`config.mk`:
```
export PLATFORM = sky130hd
export DESIGN_NAME = pic_priority_arbiter
export DESIGN_NICKNAME = d
export VERILOG_FILES = /design/src/rtl/pic_8259_pkg.sv /design/src/rtl/pic_priority_select.sv /design/src/rtl/pic_priority_arbiter.sv
export SDC_FILE = /design/constraint.sdc
export NUM_CORES = 1
export LEC_CHECK = 0
export BUFFER_PORTS_ARGS = -buffer_cell sky130_fd_sc_hd__buf_2
export CAP_MARGIN = 20
export CORE_MARGIN = 2
export CORE_UTILIZATION = 35
export CTS_CLUSTER_SIZE = 28
export DETAILED_ROUTE_END_ITERATION = 16
export MAX_ROUTING_LAYER = met4
export PLACE_DENSITY = 0.6
export REMOVE_ABC_BUFFERS = 1
export SLEW_MARGIN = 0
export SYNTH_ARGS = -nofsm -noshare
export SYNTH_HDL_FRONTEND = slang
export SYNTH_SLANG_ARGS = --single-unit
export TNS_END_PERCENT = 50
```
`constraint.sdc`:
```
create_clock -name clock -period 4 [get_ports clock]
set_clock_uncertainty 0.05 [all_clocks]
set_input_delay 0.4 -clock clock [delete_from_list [all_inputs] [get_ports clock]]
set_output_delay 0.4 -clock clock [all_outputs]
set_load 0.03 [all_outputs]
```
`src/rtl/pic_8259_pkg.sv`:
```
// Shared constants and rotate/rank helpers for the 8259A priority arbiter.
package pic_8259_pkg;

  localparam int unsigned NUM_IR = 8;

  function automatic logic [7:0] rotate_right8(input logic [7:0] v, input logic [2:0] n);
    logic [15:0] d;
    d = {v, v} >> n;
    return d[7:0];
  endfunction

  function automatic logic [7:0] rotate_left8(input logic [7:0] v, input logic [2:0] n);
    logic [15:0] d;
    d = {v, v} << n;
    return d[15:8];
  endfunction

  // Lower rank means higher priority; level (rotate+1) mod 8 has rank 0.
  function automatic logic [2:0] rank_of(input logic [2:0] level, input logic [2:0] priority_rotate);
    return level - priority_rotate - 3'd1;
  endfunction

  function automatic logic [2:0] level_of(input logic [7:0] one_hot);
    logic [2:0] l;
    l = '0;
    for (int unsigned i = 0; i < NUM_IR; i++) begin
      if (one_hot[i]) l = i[2:0];
    end
    return l;
  endfunction

endpackage

```
`src/rtl/pic_priority_select.sv`:
```
// Rotating-priority resolver: returns the one-hot highest-priority set bit, or zero.
module pic_priority_select
  import pic_8259_pkg::*;
(
  input  logic [NUM_IR-1:0] vector,
  input  logic [2:0]        priority_rotate,
  output logic [NUM_IR-1:0] one_hot
);

  logic [2:0] shift;
  logic [7:0] rotated;
  logic [7:0] lowest;

  // Rotating by rotate+1 puts the highest-priority level at bit 0.
  assign shift   = priority_rotate + 3'd1;
  assign rotated = rotate_right8(vector, shift);
  assign lowest  = rotated & (~rotated + 8'd1);
  assign one_hot = rotate_left8(lowest, shift);

endmodule

```
`src/rtl/pic_priority_arbiter.sv`:
```
// 8259A IRR/ISR owner: request capture, masking, nesting check and registered grant.
module pic_priority_arbiter
  import pic_8259_pkg::*;
(
  input  logic              clock,
  input  logic              reset_n,
  input  logic [NUM_IR-1:0] interrupt_request_pin,
  input  logic              level_or_edge_triggered_config,
  input  logic              special_fully_nest_config,
  input  logic              freeze,
  input  logic [NUM_IR-1:0] clear_interrupt_request,
  input  logic [NUM_IR-1:0] interrupt_mask,
  input  logic              special_mask_mode,
  input  logic [NUM_IR-1:0] interrupt_special_mask,
  input  logic              latch_in_service,
  input  logic [NUM_IR-1:0] end_of_interrupt,
  input  logic [2:0]        priority_rotate,
  output logic [NUM_IR-1:0] interrupt_request_register,
  output logic [NUM_IR-1:0] in_service_register,
  output logic [NUM_IR-1:0] interrupt,
  output logic [NUM_IR-1:0] highest_level_in_service,
  output logic              interrupt_valid
);

  logic [NUM_IR-1:0] prev_pin;
  logic [NUM_IR-1:0] irr_q, irr_next;
  logic [NUM_IR-1:0] isr_q, isr_next;
  logic [NUM_IR-1:0] int_q;
  logic [NUM_IR-1:0] masked_isr;
  logic [NUM_IR-1:0] candidate;
  logic [NUM_IR-1:0] hlis;
  logic [NUM_IR-1:0] grant;
  logic [2:0]        cand_rank;
  logic [2:0]        hlis_rank;

  always_comb begin
    irr_next = irr_q;
    for (int unsigned i = 0; i < NUM_IR; i++) begin
      if (clear_interrupt_request[i])
        irr_next[i] = 1'b0;
      else if (freeze)
        irr_next[i] = irr_q[i];
      else if (level_or_edge_triggered_config)
        irr_next[i] = interrupt_request_pin[i];
      else if (interrupt_request_pin[i] && !prev_pin[i])
        irr_next[i] = 1'b1;
      else if (!interrupt_request_pin[i])
        irr_next[i] = 1'b0;
    end
  end

  assign isr_next   = (isr_q & ~end_of_interrupt) | (latch_in_service ? int_q : '0);
  assign masked_isr = special_mask_mode ? (isr_q & ~interrupt_special_mask) : isr_q;

  pic_priority_select u_select_irr (
    .vector          (irr_q & ~interrupt_mask),
    .priority_rotate (priority_rotate),
    .one_hot         (candidate)
  );

  pic_priority_select u_select_isr (
    .vector          (masked_isr),
    .priority_rotate (priority_rotate),
    .one_hot         (hlis)
  );

  // A non-zero masked ISR always yields a non-zero hlis, so its rank is meaningful.
  always_comb begin
    grant     = '0;
    cand_rank = rank_of(level_of(candidate), priority_rotate);
    hlis_rank = rank_of(level_of(hlis), priority_rotate);
    if (candidate != '0) begin
      if (masked_isr == '0)
        grant = candidate;
      else if ((cand_rank < hlis_rank) ||
               (special_fully_nest_config && (cand_rank == hlis_rank)))
        grant = candidate;
    end
  end

  always_ff @(posedge clock or negedge reset_n) begin
    if (!reset_n) begin
      prev_pin <= '0;
      irr_q    <= '0;
      isr_q    <= '0;
      int_q    <= '0;
    end else begin
      prev_pin <= interrupt_request_pin;
      irr_q    <= irr_next;
      isr_q    <= isr_next;
      if (!freeze) int_q <= grant;
    end
  end

  assign interrupt_request_register = irr_q;
  assign in_service_register        = isr_q;
  assign interrupt                  = int_q;
  assign highest_level_in_service   = hlis;
  assign interrupt_valid            = |int_q;

endmodule
```
# == After elaboration in Yosys (flattened, before gate mapping) ==
# Cells that the tools add are included.
# totals
reg_bits,32
in_bits,50
out_inout_bits,33
word_cells,139
# op_classes
addsub,7
magnitude_cmp,1
eq_ne,17
shift,4
n_mux,59
bitwise,11
n_reduce_logical,29
# ops
cell,count
two-way mux 1 bit,42
AND 8 bit,5
two-way mux 8 bit,5
inverter 8 bit,5
two-way mux 3 bit,12
!= test 4 x 1 -> 1 bit (second input constant),8
<< shifter 16 x 3 -> 16 bit,2
right shift 16 x 3 -> 8 bit,2
adder 8 x 1 -> 8 bit (second input constant),2
!= test 2 x 1 -> 1 bit (second input constant),8
AND reduction 2 bit,8
logical AND 1 bit,9
logical NOT 1 bit,8
logical NOT 8 bit,1
bitwise OR 8 bit,1
nonzero test 8 bit,1
OR reduction 8 bit,1
subtractor 3 x 1 -> 3 bit (second input constant),2
subtractor 3 bit,2
adder 3 x 1 -> 3 bit (second input constant),1
== test 3 bit,1
< comparator 3 bit,1
logical OR 1 bit,1

# == Logic depth before layout (Yosys ltp) ==
# logic_depth
depth_word,23
mapped_depth,21
mapped_depth_nobuf,19

# == Modules after synthesis ==
# From an unflattened synthesis, not the netlist that was laid out.
# unflattened
cells_unflattened,394
area_unflattened_um2,3415.8
# modules_own_cells
mod,instances,cells_each,area_per_inst_um2,seq_area_each_um2
pic_priority_arbiter,1,184,1771.7,800.8
pic_priority_select,2,105,822.0,0.0

# == Least setup slack after synthesis ==
# OpenSTA, ideal clock, no wires.
# synth_timing
kind,input -> register
startpoint,input priority_rotate[0]
endpoint,register int_q[2] (netlist: interrupt[2])
setup_time_ps,68
t_arrival_ps,4366
path_slack_ps,-484
stages,20
n_path_buf,3
path_cell_list,ha_1 > xor2_2 > buf_6 > buf_6 > clkbuf_1 > mux2i_1 > o21ai_0 > and4_1 > o21ai_0 > nor2_1 > nor2_1 > nand3_1 > fa_1 > xor2_1 > xnor2_1 > ha_1 > a21oi_1 > a41oi_1 > a21oi_1 > a32o_1
# synth_between
elab_chain_len,21
word_cells_on_any_way,37
cone_classes,7 x add/sub; 1 x order compare; 1 x eq/ne; 4 x shift; 17 x mux; 4 x bitwise; 3 x reduce/logical
# synth_lines
item,line_no,text
start: declaration,pic_priority_arbiter.sv:17,"input logic [2:0] priority_rotate,"
branches (longest 20 deep; another with adder 8 x 1 -> 8 bit),n/a,
two-way mux 8 bit *,pic_priority_arbiter.sv:72,if (candidate != '0) begin
end signal: assignment,pic_priority_arbiter.sv:91,if (!freeze) int_q <= grant;
end: declaration,pic_priority_arbiter.sv:28,logic [NUM_IR-1:0] int_q;
# Every way passes the cells marked *.
# A chain may end at the register's enable or synchronous reset.

# == Worst setup path after layout ==
# layout_timing
startpoint,input priority_rotate[1]
endpoint,register int_q[2] (netlist: interrupt[2])
# The elaborated chain is that of the path after synthesis.

==> results_dict.tcl <==
set metrics [dict create \
    worstSetupEndpointType "register" \
    slew_headroom_pct 53.8 \
    met2_usage_pct 41.5 \
    areaGrowthSynthToFinish_pct 60.5 \
    grt_pass1_wl_um 19100 \
    final.min_clock_period_ns 4.21 \
    clock_path_buffers 2 \
    final_common_cell "buf_4" \
    drive_gt1_share_pct 49.0 \
    path_common_cell "buf_6" \
    use_met3_pct 3.13 \
    num_rows 35 \
    p_seq_share_pct 20.1 \
    start_kind "primary input" \
    maxCapViolCount 0 \
    yosysSeqAreaShare_pct 24.6 \
    insertion_delay_ns 0.28 \
    drt-vias-per-instance 5.59 \
    cts_made_buffers 5 \
    core_um2 9110 \
    num-nets-final 655 \
    final_cell_mix "buf_4, buf_2, nor2_1" \
    place_inst 678 \
    synth_seq_cells 32 \
    setup_viol 8 \
    antenna_found_initial 0 \
    final_max_slew_viol_count 0 \
    grtUsageTotal_pct 24.4 \
    synth_edf_count 0 \
    synth.avg_cell_area_um2 8.45 \
    die_w_um 100 \
    violations "negative setup slack" \
    final_cells 709 \
    setup_slack_ns -0.214 \
    grt.busiest_layer "met2" \
    grt-ovfl-total 0 \
    avgRoutedWirePerCell_um 17.1 \
    use_met1_pct 29.9 \
    async_flop_share_pct 100 \
    hp-class "in2async" \
    pwr-share-comb_pct 68.3 \
    synth_cell_types 76 \
    cts_tree "built" \
    grt_max_degree 33 \
    cts_sinks 32 \
    wl_um 12200 \
    drt_first_pass_iters 5 \
    cts_hold_buf 0 \
    leakagePower_nw 2.41 \
    synthCells 385 \
    vias 3964 \
    ant_nets 0 \
    pwr-share-clk_pct 11.6 \
    drcViolationCount 0 \
    antenna_cells 0 \
    total_power_mw 2.17 \
    numPortBuffers 82 \
    die_h_um 100 \
    critical_path_class "in2reg" \
    worst_slew_pin_slew_ns 0.692 \
    placed_area_um2 4630 \
    switchingPower_mw 0.955 \
    yosys_warnings 0 \
    slowest_delay_ns 0.52 \
    design_area_um2 5220 \
    pre_cts_slack_ns -0.962 \
    rsz0062_at_grt "true" \
    status "finished, violations left" \
    clkTransAtPathRegs_ns 0.06 \
    post-dp-hpwl_um 9380 \
    gp_congestion 0.932 \
    cp_data_required_time_ns 4.11 \
    netlist_area_um2 3250 \
    worstPathCellList "buf_6 -> ha_4 -> buf_6 -> xnor2_4 -> buf_6 -> mux4_2 -> mux2i_4 -> a41oi_4 -> or4_1 -> o31a_1 -> nand3_1 -> fa_2 -> ha_4 -> a21o_1 -> a21oi_2 -> a41oi_2 -> a21oi_4 -> a32o_1" \
    powerDensity_nw_per_um2 415 \
    finalCritPeriodShare_pct 105 \
    initial_core_util_pct 35.7 \
    die_area_um2 10100 \
    initialDrtViolationCount 230 \
    hold_ws_ns 0.113 \
    critPathArrivalTime_ns 4.33 \
    finalHoldViolCount 0 \
    ioPinCount 83 \
    htree_levels 2 \
    netSwitchingFraction_pct 44.1 \
    fmax_ghz 0.237 \
    root_buffer "clkbuf_8" \
    synthFlopType "dfrtp_1" \
    first_global_vias 3957 \
    fill_cells 823 \
    ir_worst_vdd_v 0.000218 \
    p_int_mw 1.21 \
    critPathMaxFanout 8 \
    critPathSlowestCell "or4_1" \
]
==> Yosys cell counts (3+ instances only) <==
cell,instances,area (um^2)
nor2_1,36,135
dfrtp_1,32,801
nand2_1,30,113
a21oi_1,24,120
o21ai_0,20,100
nand3_1,17,85.1
nor3_1,15,75.1
inv_1,14,52.6
nand2b_1,14,87.6
clkbuf_1,11,41.3
nor2b_1,10,62.6
buf_2,8,40.0
mux2i_1,8,80.1
a22o_1,7,61.3
mux2_2,7,78.8
mux4_2,7,158
and2_1,6,37.5
ha_1,6,75.1
nor4_1,6,37.5
o22ai_1,6,37.5
nand3b_1,5,37.5
a41oi_1,4,35.0
o2111ai_1,4,35.0
a2111oi_0,3,26.3
a211o_1,3,26.3
a21bo_2,3,30.0
a21boi_0,3,22.5
a221o_1,3,30.0
buf_1,3,11.3
nor3b_1,3,22.5
o211ai_1,3,22.5
o21ai_1,3,15.0
o22a_1,3,26.3
o31a_1,3,26.3
xnor2_1,3,26.3
==> through the flow <==
step | util [%] | TNS (ns)
final | 57.3 | -1.38
after global placement | 50.8 | -6.55
after global routing | 57.3 | -2.54
after CTS | 56.3 | -1.24
after floorplan | - | -9.51
after detailed placement | 50.8 | -7.42
==> state kept, by name, summed over array words and instances, names as in the netlist <==
name and cells:
interrupt 8, in_service_register 8, prev_pin 8, interrupt_request_register 8
==> final timing paths <==
check	slack, ns	start	endpoint	cells after the start
max in group asynchronous	3.34	reset_n	in_service_register[7]	1
min	0.11	reset_n	interrupt_request_register[6]	1
min reg2reg	0.49	interrupt[6]	interrupt[6]	2
max	-0.21	priority_rotate[1]	interrupt[2]	18
min in group clock	0.19	interrupt_request_pin[6]	prev_pin[6]	1
max reg2reg	-0.19	interrupt_request_register[4]	interrupt[2]	15
==> critical path, delay by kind of cell <==
family | cells | cell delay [ns]
AO/OA/AOI/OAI | 7 | 1.09
XOR/XNOR | 1 | 0.26
adder cells (fa/ha/maj) | 3 | 0.94
buffers and inverters | 3 | 0.40
multiplexers | 2 | 0.59
AND/OR/NAND/NOR | 2 | 0.64
==> power groups by stage <==
| stage | Clock [mW] | Sequential [mW] | Combinational (mW) |
|---|---|---|---|
| floorplan | 0 | 0.545 | 0.628 |
| global placement | 0 | 0.442 | 1.25 |
| detailed placement | 0 | 0.442 | 1.27 |
| CTS | 0.260 | 0.436 | 1.39 |
| global route | 0.281 | 0.444 | 1.59 |
| finish | 0.251 | 0.437 | 1.48 |
==> cell families after synthesis <==
logic type | after synthesis | share of synthesized area, %
DFF | 32 | 24.6
buffers and inverters | 39 | 5.27
xor gates and xnor gates | 7 | 2.77
and+or+nand+nor | 154 | 24.5
adders and majority gates | 8 | 3.54
muxes | 24 | 10.9
AOI/OAI and AO/OA | 121 | 28.5
==> repair_timing <==
item                                    in CTS  in global routing
gates cloned                                 1                  0
endpoints found under the setup margin       8                  8
buffers inserted                            22                  1
resized for setup                           45                 16
pin swaps                                   24                 17
==> layer usage <==
metal  up-vias  routed length (um)  part of all wire (%)
met5         -                   0                     0
met4         0                 401                   3.3
met3        28                 603                   5.0
met2       172                5980                    49
met1      1873                5170                    43
li1       1891                   -                     -
==> cell type report <==
| type | instances | area (um^2) | area share (%) |
|---|---|---|---|
| Clock buffer | 8 | 90.1 | 1.73 |
| Inverter | 15 | 56.3 | 1.08 |
| Multi-Input combinational cell | 314 | 2520 | 48.3 |
| Sequential cell | 32 | 801 | 15.3 |
| Tap cell | 111 | 139 | 2.66 |
| Timing Repair Buffer | 229 | 1610 | 30.9 |
(Power assumes the default switching activity.)
